--- src/rtl/cpu_pkg.sv ---
// cpu_pkg: definitions shared by the fetch stage and its PC register.
//   - FS_ADDR/FS_CAPT/FS_HOLD : fetch FSM encodings
//   - MEMDST_PC               : memory-destination select that control uses while fetch owns the port
//   - WORD_W                  : datapath / instruction width
//   - PC_STEP_DEFAULT         : byte increment per 16-bit instruction
//   - pc_add()                : modulo-2^WORD_W PC adder, used for the increment and the link address
package cpu_pkg;

   localparam int WORD_W = 16;

   localparam logic [1:0] FS_ADDR = 2'd0;
   localparam logic [1:0] FS_CAPT = 2'd1;
   localparam logic [1:0] FS_HOLD = 2'd2;

   localparam logic [2:0] MEMDST_PC = 3'b000;

   localparam logic [WORD_W-1:0] PC_STEP_DEFAULT = 16'd2;

   typedef enum logic [1:0] {
      ST_ADDR = FS_ADDR,
      ST_CAPT = FS_CAPT,
      ST_HOLD = FS_HOLD
   } fetch_state_e;

   // Wraps silently: 16'hFFFE + 2 gives 16'h0000.
   function automatic logic [WORD_W-1:0] pc_add(input logic [WORD_W-1:0] pc,
                                                 input logic [WORD_W-1:0] step);
      return pc + step;
   endfunction

endpackage

--- src/rtl/fetch_stage_pc_reg.sv ---
// pc_reg: program counter with load, increment and 16-bit wrap.
// Ports:
//   clk_i      in   clock, rising edge
//   rst_ni     in   synchronous active-low reset, loads RESET_PC
//   load_i     in   load load_pc_i (takes priority over inc_i)
//   load_pc_i  in   value to load
//   inc_i      in   advance by PC_STEP
//   pc_o       out  current PC
//   pc_inc_o   out  pc_o + PC_STEP (combinational, wraps)
import cpu_pkg::*;

module pc_reg #(
   parameter logic [WORD_W-1:0] RESET_PC = 16'h0000,
   parameter logic [WORD_W-1:0] PC_STEP  = PC_STEP_DEFAULT
) (
   input  logic              clk_i,
   input  logic              rst_ni,
   input  logic              load_i,
   input  logic [WORD_W-1:0] load_pc_i,
   input  logic              inc_i,
   output logic [WORD_W-1:0] pc_o,
   output logic [WORD_W-1:0] pc_inc_o
);

   logic [WORD_W-1:0] pc_q;
   logic [WORD_W-1:0] pc_d;
   logic [WORD_W-1:0] pc_inc_s;

   // Next-PC selection: load beats increment, otherwise hold.
   always_comb begin
      pc_inc_s = pc_add(pc_q, PC_STEP);
      pc_d     = pc_q;
      if (load_i) begin
         pc_d = load_pc_i;
      end else if (inc_i) begin
         pc_d = pc_inc_s;
      end else begin
         pc_d = pc_q;
      end
   end

   // PC storage.
   always_ff @(posedge clk_i) begin
      if (!rst_ni) begin
         pc_q <= RESET_PC;
      end else begin
         pc_q <= pc_d;
      end
   end

   assign pc_o     = pc_q;
   assign pc_inc_o = pc_inc_s;

endmodule

--- src/rtl/fetch_stage.sv ---
// fetch_stage: instruction-fetch sequencer in front of memory_datapath.
// Presents pc_out on the memory address path (ADDR), captures mem_out one
// cycle later (CAPT) and holds it for control (HOLD) until ir_ready.
// Redirects override everything and squash any pending capture.
// Ports:
//   clock           in   system clock, rising edge
//   reset           in   synchronous active-low reset
//   stall           in   memory port claimed by a load/store
//   mem_out         in   read data, valid the cycle after the address
//   redirect_valid  in   branch/jump taken
//   redirect_pc     in   redirect target
//   ir_ready        in   control consumes ir
//   pc_out          out  current fetch PC
//   fetch_active    out  fetch owns the memory port (combinational)
//   ir              out  instruction register
//   ir_valid        out  ir holds an unconsumed instruction
//   ir_pc           out  PC of the instruction in ir
//   pc_plus2        out  ir_pc + PC_STEP (link address)
//   misalign_err    out  sticky odd-redirect flag
// Build option: FETCH_ALIGN_CHECK_EN rejects odd redirect targets and sets
// misalign_err; without it bit 0 of the target is cleared and misalign_err is 0.
import cpu_pkg::*;

module fetch_stage #(
   parameter logic [WORD_W-1:0] RESET_PC = 16'h0000,
   parameter logic [WORD_W-1:0] PC_STEP  = PC_STEP_DEFAULT
) (
   input  logic              clock,
   input  logic              reset,
   input  logic              stall,
   input  logic [WORD_W-1:0] mem_out,
   input  logic              redirect_valid,
   input  logic [WORD_W-1:0] redirect_pc,
   input  logic              ir_ready,
   output logic [WORD_W-1:0] pc_out,
   output logic              fetch_active,
   output logic [WORD_W-1:0] ir,
   output logic              ir_valid,
   output logic [WORD_W-1:0] ir_pc,
   output logic [WORD_W-1:0] pc_plus2,
   output logic              misalign_err
);

   fetch_state_e      state_q, state_d;
   // Set when a stall hit CAPT: mem_out was overwritten, so the address must be re-presented.
   logic              stalled_q, stalled_d;
   logic [WORD_W-1:0] ir_q, ir_d;
   logic [WORD_W-1:0] ir_pc_q, ir_pc_d;
   logic [WORD_W-1:0] pc_plus2_q, pc_plus2_d;
   logic              ir_valid_q, ir_valid_d;

   logic              pc_load_s;
   logic [WORD_W-1:0] pc_load_val_s;
   logic              pc_inc_en_s;
   logic [WORD_W-1:0] pc_s;
   logic [WORD_W-1:0] pc_inc_s;

`ifdef FETCH_ALIGN_CHECK_EN
   logic              misalign_q, misalign_d;
`else
   logic              unused_s;
   assign unused_s = redirect_pc[0];
`endif

   pc_reg #(
      .RESET_PC (RESET_PC),
      .PC_STEP  (PC_STEP)
   ) u_pc_reg (
      .clk_i     (clock),
      .rst_ni    (reset),
      .load_i    (pc_load_s),
      .load_pc_i (pc_load_val_s),
      .inc_i     (pc_inc_en_s),
      .pc_o      (pc_s),
      .pc_inc_o  (pc_inc_s)
   );

   // Fetch FSM next-state, IR capture and PC control.
   always_comb begin
      state_d       = state_q;
      stalled_d     = stalled_q;
      ir_d          = ir_q;
      ir_pc_d       = ir_pc_q;
      pc_plus2_d    = pc_plus2_q;
      ir_valid_d    = ir_valid_q;
      pc_load_s     = 1'b0;
      pc_load_val_s = redirect_pc;
      pc_inc_en_s   = 1'b0;
`ifdef FETCH_ALIGN_CHECK_EN
      misalign_d    = misalign_q;
`endif

      if (redirect_valid) begin
         // Redirect wins over stall/ir_ready and squashes any pending capture.
         state_d    = ST_ADDR;
         stalled_d  = 1'b0;
         ir_valid_d = 1'b0;
`ifdef FETCH_ALIGN_CHECK_EN
         if (redirect_pc[0]) begin
            misalign_d = 1'b1;
         end else begin
            pc_load_s     = 1'b1;
            pc_load_val_s = redirect_pc;
         end
`else
         pc_load_s     = 1'b1;
         pc_load_val_s = {redirect_pc[WORD_W-1:1], 1'b0};
`endif
      end else begin
         case (state_q)
            ST_ADDR: begin
               if (!stall) begin
                  state_d = ST_CAPT;
               end else begin
                  state_d = ST_ADDR;
               end
            end
            ST_CAPT: begin
               if (stall) begin
                  stalled_d = 1'b1;
               end else if (stalled_q) begin
                  stalled_d = 1'b0;
                  state_d   = ST_ADDR;
               end else begin
                  ir_d        = mem_out;
                  ir_pc_d     = pc_s;
                  pc_plus2_d  = pc_inc_s;
                  pc_inc_en_s = 1'b1;
                  ir_valid_d  = 1'b1;
                  state_d     = ST_HOLD;
               end
            end
            ST_HOLD: begin
               if (ir_ready) begin
                  ir_valid_d = 1'b0;
                  state_d    = ST_ADDR;
               end else begin
                  state_d    = ST_HOLD;
               end
            end
            default: begin
               state_d    = ST_ADDR;
               stalled_d  = 1'b0;
               ir_valid_d = 1'b0;
            end
         endcase
      end
   end

   // FSM and instruction-register state.
   always_ff @(posedge clock) begin
      if (!reset) begin
         state_q    <= ST_ADDR;
         stalled_q  <= 1'b0;
         ir_q       <= 16'h0000;
         ir_pc_q    <= 16'h0000;
         pc_plus2_q <= PC_STEP;
         ir_valid_q <= 1'b0;
      end else begin
         state_q    <= state_d;
         stalled_q  <= stalled_d;
         ir_q       <= ir_d;
         ir_pc_q    <= ir_pc_d;
         pc_plus2_q <= pc_plus2_d;
         ir_valid_q <= ir_valid_d;
      end
   end

`ifdef FETCH_ALIGN_CHECK_EN
   // Sticky misaligned-redirect flag, cleared only by reset.
   always_ff @(posedge clock) begin
      if (!reset) begin
         misalign_q <= 1'b0;
      end else begin
         misalign_q <= misalign_d;
      end
   end
   assign misalign_err = misalign_q;
`else
   assign misalign_err = 1'b0;
`endif

   // Gated by reset so the port is not claimed while the block is held in reset.
   assign fetch_active = reset && (state_q == ST_ADDR) && !stall;

   assign pc_out   = pc_s;
   assign ir       = ir_q;
   assign ir_valid = ir_valid_q;
   assign ir_pc    = ir_pc_q;
   assign pc_plus2 = pc_plus2_q;

endmodule

--- config.mk ---
export PLATFORM = sky130hd
export DESIGN_NAME = fetch_stage
export DESIGN_NICKNAME = d
export VERILOG_FILES = /design/src/rtl/cpu_pkg.sv /design/src/rtl/fetch_stage_pc_reg.sv /design/src/rtl/fetch_stage.sv
export SDC_FILE = /design/constraint.sdc
export NUM_CORES = 1
export LEC_CHECK = 0
export BUFFER_PORTS_ARGS = -buffer_cell sky130_fd_sc_hd__buf_2
export CAP_MARGIN = 40
export CORE_MARGIN = 4
export CORE_UTILIZATION = 42
export DETAILED_ROUTE_END_ITERATION = 10
export PLACE_DENSITY = 0.7
export SLEW_MARGIN = 20
export SYNTH_ARGS = -nofsm -noshare
export SYNTH_HDL_FRONTEND = slang
export SYNTH_SLANG_ARGS = --single-unit
--- constraint.sdc ---
create_clock -name clock -period 5.16 [get_ports clock]
set_input_delay 0.258 -clock clock [delete_from_list [all_inputs] [get_ports clock]]
set_output_delay 0.258 -clock clock [all_outputs]
set_load 0.01 [all_outputs]
==> out/results.txt, run 1 <==
outcome: finished, final reports clean
register area share after synthesis: 46.8%
Clock Latency Late Sink: 0.34 ns
VDD IR max: 0.000185 V
ranking of synthesized cells by area: dfxtp_1 47%, nand2_1 10%, a21oi_1 9.2%
number of flops mapped to enable cells by yosys: 0
Achievable Freq: 0.386 GHz
most frequent cells in the layout: 98 x buf_2, 74 x nand2_1, 65 x dfxtp_1
worst endpoint required time: 5.37 ns
synthesized instance count: 340
Setup Buffers After CTS: 0
largest net degree at the start of global routing: 42
GP Congestion: 0.854
WL/cell: 14.0 um
Worst Hold Launch: mem_out[2]
most common cell after layout, fill and taps aside: buf_2
top_reg_cell synth: dfxtp_1
nets: 461
Initial Util: 43.5%
PostCTS Resize Cnt: 0
vias in the first global route: 2440
skew final: 0.00586 ns
RSZ-0062 raised after global routing: no
Yosys reg bits: 65
Die Wd: 89.4 um
worst min path class: in -> reg
Slowest-stage cell, CP: or4b_1
Setup CP Type: reg -> reg
TritonCTS Buffers: 9
relative slew slack: 46.8%
DRC: 0
period utilisation layout: 50.2%
share of the synthesized area in the top cell type: 46.8%
max-cap viol count: 0
Setup crit end kind: register
final hold viol count: 0
Setup crit start: state_q[0]
CTS Buffer Depth: 2
Area after DPL: 3260 um2
Mapped Area: 2780 um2
hold_buf cts: 0
Detailed Place HPWL: 4.94 mm
fill cell count: 644
TNS Setup: 0 ns
Post-Route WL: 7.07 mm
io pins: 104
Via-to-Cell Ratio: 5.09
reg2reg start: state_q[0]
Worst setup SP type: register
max-slew violations: 0
1st-iter DRT viols: 139
Worst-path clk slew: 0.07 ns
YS warnings: 0
Final min period: 2.59 ns
Avg Cell Area, Syn: 8.18 um2
crit-path max FO: 21
area grow syn2layout: 24.9%
layout cells sized above 1: 29.0%
Global Route Usage Sum: 18.4%
CTS root buf: clkbuf_8
WP data arrival: 2.80 ns
DRT antenna net count: 0
endpoints failing setup: 0
CP peak stage delay: 0.85 ns
post-route cell area: 3470 um2
n_diodes: 0
LEAKAGE: 1.40 nW
Synth async-reset ratio: 0%
port buffer count: 98
row count: 29
Yosys cell types: 36
Die ar.: 7990 um2
CTS Sinks: 65
htree depth: 3
drt pass-1 iters: 4
crit path cell chain: or4b_1, nand2b_1, buf_4, nand2_1, o211ai_1
total global routing overflow: 0
CTS tree: done
reg2reg setup slack: 2.57 ns
routed vias: 2569
largest area contributor in the synthesized netlist: dfxtp_1
core box area: 6390 um2
Power Dens Cells: 312 nW/um2
initial antenna violation count: 0
Slew @ Worst Pin: 0.799 ns
Die Y: 89.4 um
first-pass GRT wire length: 11.3 mm
-- worst paths after layout --
kind / endpoint / depth (start not counted)
min: ir[2] / 3
max reg2reg: pc_plus2[1] / 5
max: pc_plus2[1] / 5
min reg2reg: ir[5] / 2
-- cells in the mapped netlist (all sizes together), types with 2 or more instances --
cell and number:
nand2 74, dfxtp 65, a21oi 51, xnor2 22, clkbuf 17, o21ai 16
buf 15, nor2 15, nor3 8, nor4 8, inv 7, nand3 6
o22ai 6, a211oi 4, nand2b 4, nand4 3, xor2 3, a31oi 2
and2 2, mux2i 2
-- layer usage --
metal | GRT usage (%) | vias up | share of wire (%)
li1 | - | 1304 | -
met1 | 20.5 | 1174 | 42
met2 | 30.5 | 76 | 47
met3 | 9.31 | 15 | 8.5
met4 | 6.22 | 0 | 1.7
met5 | 0 | - | 0
-- worst max-delay path: cells and delay by family (launching register included) --
| family | cells | cell delay, ns |
|---|---|---|
| buffers and inverters | 1 | 0.38 |
| AO/OA/AOI/OAI | 1 | 0.08 |
| AND/OR/NAND/NOR | 3 | 1.54 |
| flip-flops | 1 | 0.44 |
-- sequential cells by signal (all words and copies together), names as in the netlist --
| name | cells |
|---|---|
| u_pc_reg.pc_o | 15 |
| ir | 16 |
| state_q | 2 |
| stalled_q | 1 |
| pc_plus2 | 15 |
| ir_pc | 15 |
| ir_valid | 1 |
-- power breakdown --
| group | leakage (nW) | switching (mW) | internal (mW) |
|---|---|---|---|
| Clock | 0.105 | 0.196 | 0.262 |
| Combinational | 0.765 | 0.0491 | 0.0395 |
| Sequential | 0.528 | 0.0211 | 0.515 |
-- cell type report --
class / count / area [um2] / area share [%]
tap: 77 / 96.3 / 2.77
clock buffer: 12 / 165 / 4.76
multi-input combinational: 239 / 1300 / 37.4
clock inverter: 4 / 50.0 / 1.44
sequential: 65 / 1300 / 37.5
timing repair buffer: 101 / 533 / 15.4
inverter: 7 / 26.3 / 0.757
-- logic make-up (layout without fill, tap and decap cells) --
group,after synthesis,count (layout),share of synthesized area (%)
DFF,65,65,46.8
adders and majority gates,1,1,0.450
and+or+nand+nor,124,124,21.0
muxes,3,3,1.13
xor gates and xnor gates,25,25,7.88
buffers and inverters,39,124,6.84
other,1,4,0.135
AOI/OAI and AO/OA,82,82,15.8
-- metrics by stage --
step           std cells  utilization [%]  power [mW]  hold WS (ns)  setup slack (ns)
2_1_floorplan        343                -       0.601         0.394              3.46
3_3_place_gp         488             50.6       0.635         0.439              2.49
3_5_place_dp         489             51.0       0.637         0.443              2.56
4_1_cts              505             54.4        1.09         0.129              2.54
5_1_grt              505             54.4        1.13         0.113              2.40
6_report             505             54.4        1.08         0.141              2.57
Note: power is estimated with default switching activity, not from simulation.
==> run 2, diff against run 1 <==
==> constraint.sdc (replaced) <==
create_clock -name clock -period 2.5 [get_ports clock]
set_input_delay 0.125 -clock clock [delete_from_list [all_inputs] [get_ports clock]]
set_output_delay 0.125 -clock clock [all_outputs]
set_load 0.01 [all_outputs]
==> out/results.txt, run 2 (same netlist as run 1, synthesis figures left out) <==
outcome: finished, final reports clean
worst endpoint required time: 2.75 ns (-2.62 ns)
CP peak stage delay: 0.54 ns (-0.31 ns)
CTS tree: done
Setup Buffers After CTS: 0 (unchanged)
first-pass GRT wire length: 11.5 mm (+1.7%)
total global routing overflow: 0 (unchanged)
worst r2r dst: pc_plus2[4]
Detailed Place HPWL: 4.99 mm (+0.93%)
largest net degree at the start of global routing: 51 (+21%)
Hold WS: 0.0213 ns (-0.120 ns)
Switch Pwr: 550 uW (+110%)
post-route total power: 2.21 mW (+100%)
sequential share of power: 49.9% (+0.4 points)
TNS Setup: 0 ns (unchanged)
endpoints failing setup: 0 (unchanged)
Global Route Usage Sum: 18.4% (about the same)
crit-path leading delay family: simple AND/OR/NAND/NOR gates
htree depth: 3 (unchanged)
most common cell after layout, fill and taps aside: buf_2
period utilisation layout: 78.8% (+29 points)
area grow syn2layout: 25.6%
Internal: 1.66 mW (+100%)
Die Wd: 89.4 um (unchanged)
post-route cell area: 3490 um2 (+0.58%)
WP data arrival: 2.22 ns (-0.58 ns)
max-slew violations: 0 (unchanged)
Achievable Freq: 0.507 GHz (+31%)
LEAKAGE: 1.42 nW (+1.7%)
Levels on crit path: 6 (+1)
VDD IR max: 0.000399 V (+120%)
CTS root buf: clkbuf_8
Clock Latency Late Sink: 0.34 ns (about the same)
WL/cell: 14.1 um (+1.0%)
max FFs per register: 16 (unchanged)
CTS Sinks: 65 (unchanged)
nets: 466 (+1.1%)
port buffer count: 98 (unchanged)
worst slack, placed: 0.507 ns (-2.06 ns)
Placed Instances: 494 (+1.0%)
PostCTS Resize Cnt: 0 (unchanged)
most frequent cells in the layout: 98 x buf_2, 74 x nand2_1, 65 x dfxtp_1
Clock power frac: 41.3% (-1.0 points)
reg2reg start: state_q[0]
worst setup path endpoint: pc_plus2[4]
vias in the first global route: 2513 (+3.0%)
Final min period: 1.97 ns (-0.620 ns)
min setup slack post-route: 0.529 ns (-2.04 ns)
Via-to-Cell Ratio: 5.22 (+2.6%)
initial antenna violation count: 0 (unchanged)
final hold viol count: 0 (unchanged)
io pins: 104 (unchanged)
sw frac: 24.9% (+0.29 points)
Setup crit start: state_q[0]
Setup CP Type: reg -> reg
Post-Route WL: 7.21 mm (+2.0%)
Comb power frac: 8.8% (+0.6 points)
Worst-path clk slew: 0.07 ns (about the same)
row count: 29 (unchanged)
hold_buf cts: 0 (unchanged)
skew final: 0.0108 ns (+0.00496 ns)
CTS Buffer Depth: 2 (unchanged)
max-cap viol count: 0 (unchanged)
1st-iter DRT viols: 145 (+4.3%)
Util after Layout: 54.7% (+0.31 points)
Slew @ Worst Pin: 0.647 ns (-0.151 ns)
Setup crit end kind: register
Slowest-stage cell, CP: or4b_1
layout cells sized above 1: 29.8% (+0.82 points)
worst min path class: in -> reg
non-filler instance count after layout: 510 (+0.99%)
crit path cell chain: or4b_1, buf_4, nor2_4, buf_12, nor2_1, a211oi_1
worst hold stages: 3 (unchanged)
crit-path max FO: 50 (+140%)
R2R cell count: 6 (+1)
DRT antenna net count: 0 (unchanged)
RSZ-0062 raised after global routing: no
TritonCTS Buffers: 9 (unchanged)
routed vias: 2663 (+3.7%)
Die Y: 89.4 um (unchanged)
Die ar.: 7990 um2 (unchanged)
Initial Util: 43.5% (unchanged)
GP Congestion: 0.868 (+1.7%)
Buf/Inv on CP: 2 (+1)
n_diodes: 0 (unchanged)
core box area: 6390 um2 (unchanged)
relative slew slack: 56.8% (+10 points)
DRC: 0 (unchanged)
Power Dens Cells: 633 nW/um2 (+100%)
Worst setup SP type: register
Area after DPL: 3290 um2 (+0.92%)
drt pass-1 iters: 4 (unchanged)
reg2reg setup slack: 0.53 ns (-2.04 ns)
[run 2: cell count changes in the layout (fill, tap and decap cells not counted), sizes merged]
| cell | previous run | this run |
|---|---|---|
| buf | 101 | 106 |
| clkbuf | 12 | 11 |
| clkinv | 1 | 4 |
| clkinvlp | 2 | 0 |
[run 2: cell type report]
type	instances	area, um2
repair buffers	106	563
fillers	662	2890
multi-input cells	239	1300
flip-flops and latches	65	1300
clock inverters	5	53.8
inverters	7	26.3
well taps	77	96.3
clock buffers	11	151
[run 2: layer usage]
layer,GRT usage (%),part of all wire (%),vias up
li1,-,-,1311
met1,21.8,43,1231
met2,30.7,46,101
met3,5.44,8.7,20
met4,8.39,2.5,0
met5,0,0,-
[run 2: power groups by stage]
stage	registers, mW	logic, mW	clock network [mW]
after floorplan	1.12	0.119	0
after global placement	1.13	0.191	0
after detailed placement	1.13	0.194	0
after CTS	1.10	0.195	0.930
after global routing	1.11	0.218	0.986
final	1.10	0.193	0.913
[run 2: how the worst min path moves through the flow]
stage                        start                to
floorplan               mem_out[0]             ir[0]
global placement    redirect_pc[1]  u_pc_reg.pc_o[1]
detailed placement     mem_out[10]            ir[10]
CTS                     mem_out[0]             ir[0]
global route            mem_out[5]             ir[5]
finish                 mem_out[14]            ir[14]
[run 2: worst register-to-register path, delay by kind of cell (launching register included)]
family          cells  cell delay [ns]
flops               1             0.43
simple gates        3             0.76
compound gates      1             0.20
buf+inv             2             0.49
==> run 3, diff against run 2 <==
--- a/config.mk
+++ b/config.mk
@@ -10,7 +10,7 @@
 export CORE_MARGIN = 4
 export CORE_UTILIZATION = 42
 export DETAILED_ROUTE_END_ITERATION = 10
-export PLACE_DENSITY = 0.7
+export PLACE_DENSITY = 0.73
 export SLEW_MARGIN = 20
 export SYNTH_ARGS = -nofsm -noshare
 export SYNTH_HDL_FRONTEND = slang
==> constraint.sdc (replaced) <==
create_clock -name clock -period 1.6 [get_ports clock]
set_input_delay 0.08 -clock clock [delete_from_list [all_inputs] [get_ports clock]]
set_output_delay 0.08 -clock clock [all_outputs]
set_load 0.01 [all_outputs]
==> out/results.txt, run 3 (same netlist as run 1, synthesis figures left out) <==
CTS Buffer Depth: 2 (unchanged)
total global routing overflow: 0 (unchanged)
htree depth: 3 (unchanged)
Via-to-Cell Ratio: 5.22 (about the same)
largest net degree at the start of global routing: 42 (-18%)
skew final: 0.00384 ns (-0.00697 ns)
reg2reg setup slack: -0.16 ns (-0.69 ns)
failing checks: negative setup slack
Die ar.: 7990 um2 (unchanged)
crit-path max FO: 6 (-88%)
Setup CP Type: reg -> reg
max-slew violations: 0 (unchanged)
WP data arrival: 2.01 ns (-0.21 ns)
most frequent cells in the layout: 98 x buf_2, 62 x dfxtp_1, 60 x nand2_1
initial antenna violation count: 0 (unchanged)
most common cell after layout, fill and taps aside: buf_2
1st-iter DRT viols: 155 (+6.9%)
LEAKAGE: 1.82 nW (+28%)
WL/cell: 15.3 um (+8.5%)
drt pass-1 iters: 4 (unchanged)
multi-input logic area: 1480 um2 (+14%)
TNS Setup: -4.28 ns (-4.28 ns)
area grow syn2layout: 52.3%
Post-Route WL: 8.66 mm (+20%)
max FFs per register: 16 (unchanged)
Global Route Usage Sum: 19.6% (+1.2 points)
Setup crit end kind: register
core box area: 6390 um2 (unchanged)
register area: 1310 um2 (+0.29%)
endpoints failing setup: 54 (+54)
RSZ-0062 raised after global routing: yes
Clock Latency Late Sink: 0.33 ns (about the same)
Die Y: 89.4 um (unchanged)
outcome: finished with violations
layout cells sized above 1: 41.0% (+11 points)
TritonCTS Buffers: 9 (unchanged)
CTS tree: done
port buffer count: 98 (unchanged)
Final min period: 1.76 ns (-0.208 ns)
CTS root buf: clkbuf_8
worst slack, placed: -0.131 ns (-0.638 ns)
fill cell count: 505 (-24%)
Worst-path clk slew: 0.07 ns (about the same)
io pins: 104 (unchanged)
Power Dens Cells: 796 nW/um2 (+26%)
Achievable Freq: 0.567 GHz (+12%)
first-pass GRT wire length: 12.0 mm (+4.8%)
CTS Sinks: 65 (unchanged)
DRC: 0 (unchanged)
nets: 522 (+12%)
n_diodes: 0 (unchanged)
GP Congestion: 0.935 (+7.7%)
routed vias: 2952 (+11%)
period utilisation layout: 110% (+31 points)
final hold viol count: 0 (unchanged)
min setup slack post-route: -0.164 ns (-0.692 ns)
Initial Util: 43.5% (unchanged)
worst min path class: in -> reg
worst endpoint required time: 1.85 ns (-0.90 ns)
Die Wd: 89.4 um (unchanged)
row count: 29 (unchanged)
DRT antenna net count: 0 (unchanged)
vias in the first global route: 2632 (+4.7%)
Detailed Place HPWL: 5.60 mm (+12%)
max-cap viol count: 0 (unchanged)
Worst setup SP type: register
VDD IR max: 0.000545 V (+37%)
[run 3: critical path, cell delays in order, from the launching register on]
cell	delay, ns
dfxtp_2	0.32
or4b_4	0.56
buf_12	0.17
nor2_4	0.15
buf_6	0.15
buf_12	0.12
nor2_2	0.03
a211oi_1	0.19
[run 3: power by group]
part           switching (mW)  internal (mW)
Sequential             0.0369           1.66
Combinational           0.247          0.231
Clock                   0.608          0.586
Total                   0.891           2.48
[run 3: repair_timing]
item,CTS,global route
cloned,0,4
setup buffers,2,7
hold buffers,19,0
gates resized for setup,10,43
pin swaps,3,25
endpoints found under the hold margin,19,0
setup endpoints to repair,56,60
[run 3: layout make-up]
| cell class | count | share of cell area [%] |
|---|---|---|
| Clock buffer | 11 | 3.34 |
| Clock inverter | 4 | 0.473 |
| Inverter | 7 | 0.620 |
| Multi-Input combinational cell | 239 | 35.0 |
| Sequential cell | 65 | 30.8 |
| Tap cell | 77 | 2.27 |
| Timing Repair Buffer | 162 | 27.5 |
[run 3: final timing paths]
| check | startpoint | end | cells after the start |
|---|---|---|---|
| max reg2reg | state_q[1] | pc_plus2[5] | 7 |
| min reg2reg | pc_plus2[14] | pc_plus2[14] | 2 |
| max | state_q[1] | pc_plus2[5] | 7 |
| min | redirect_pc[4] | u_pc_reg.pc_o[4] | 3 |
[run 3: metal layers]
| layer | up-vias | GRT usage [%] | part of all wire [%] |
|---|---|---|---|
| met2 | 125 | 30.8 | 48 |
| met1 | 1371 | 25.0 | 42 |
| li1 | 1435 | - | - |
| met5 | - | 0 | 0 |
| met3 | 21 | 4.61 | 7.8 |
| met4 | 0 | 10.0 | 2.2 |
[run 3: through the flow]
| step | util [%] | cells | hold WS, ns | instance area, um2 | power, mW |
|---|---|---|---|---|---|
| after CTS | 61.6 | 554 | 0.00216 | 3930 | 3.34 |
| after floorplan | - | 343 | 0.211 | 2840 | 1.94 |
| after global placement | 55.1 | 518 | 0.320 | 3520 | 2.11 |
| after global routing | 66.3 | 565 | 0.0334 | 4240 | 3.50 |
| final | 66.3 | 565 | 0.0141 | 4240 | 3.37 |
| after detailed placement | 55.1 | 518 | 0.327 | 3520 | 2.12 |
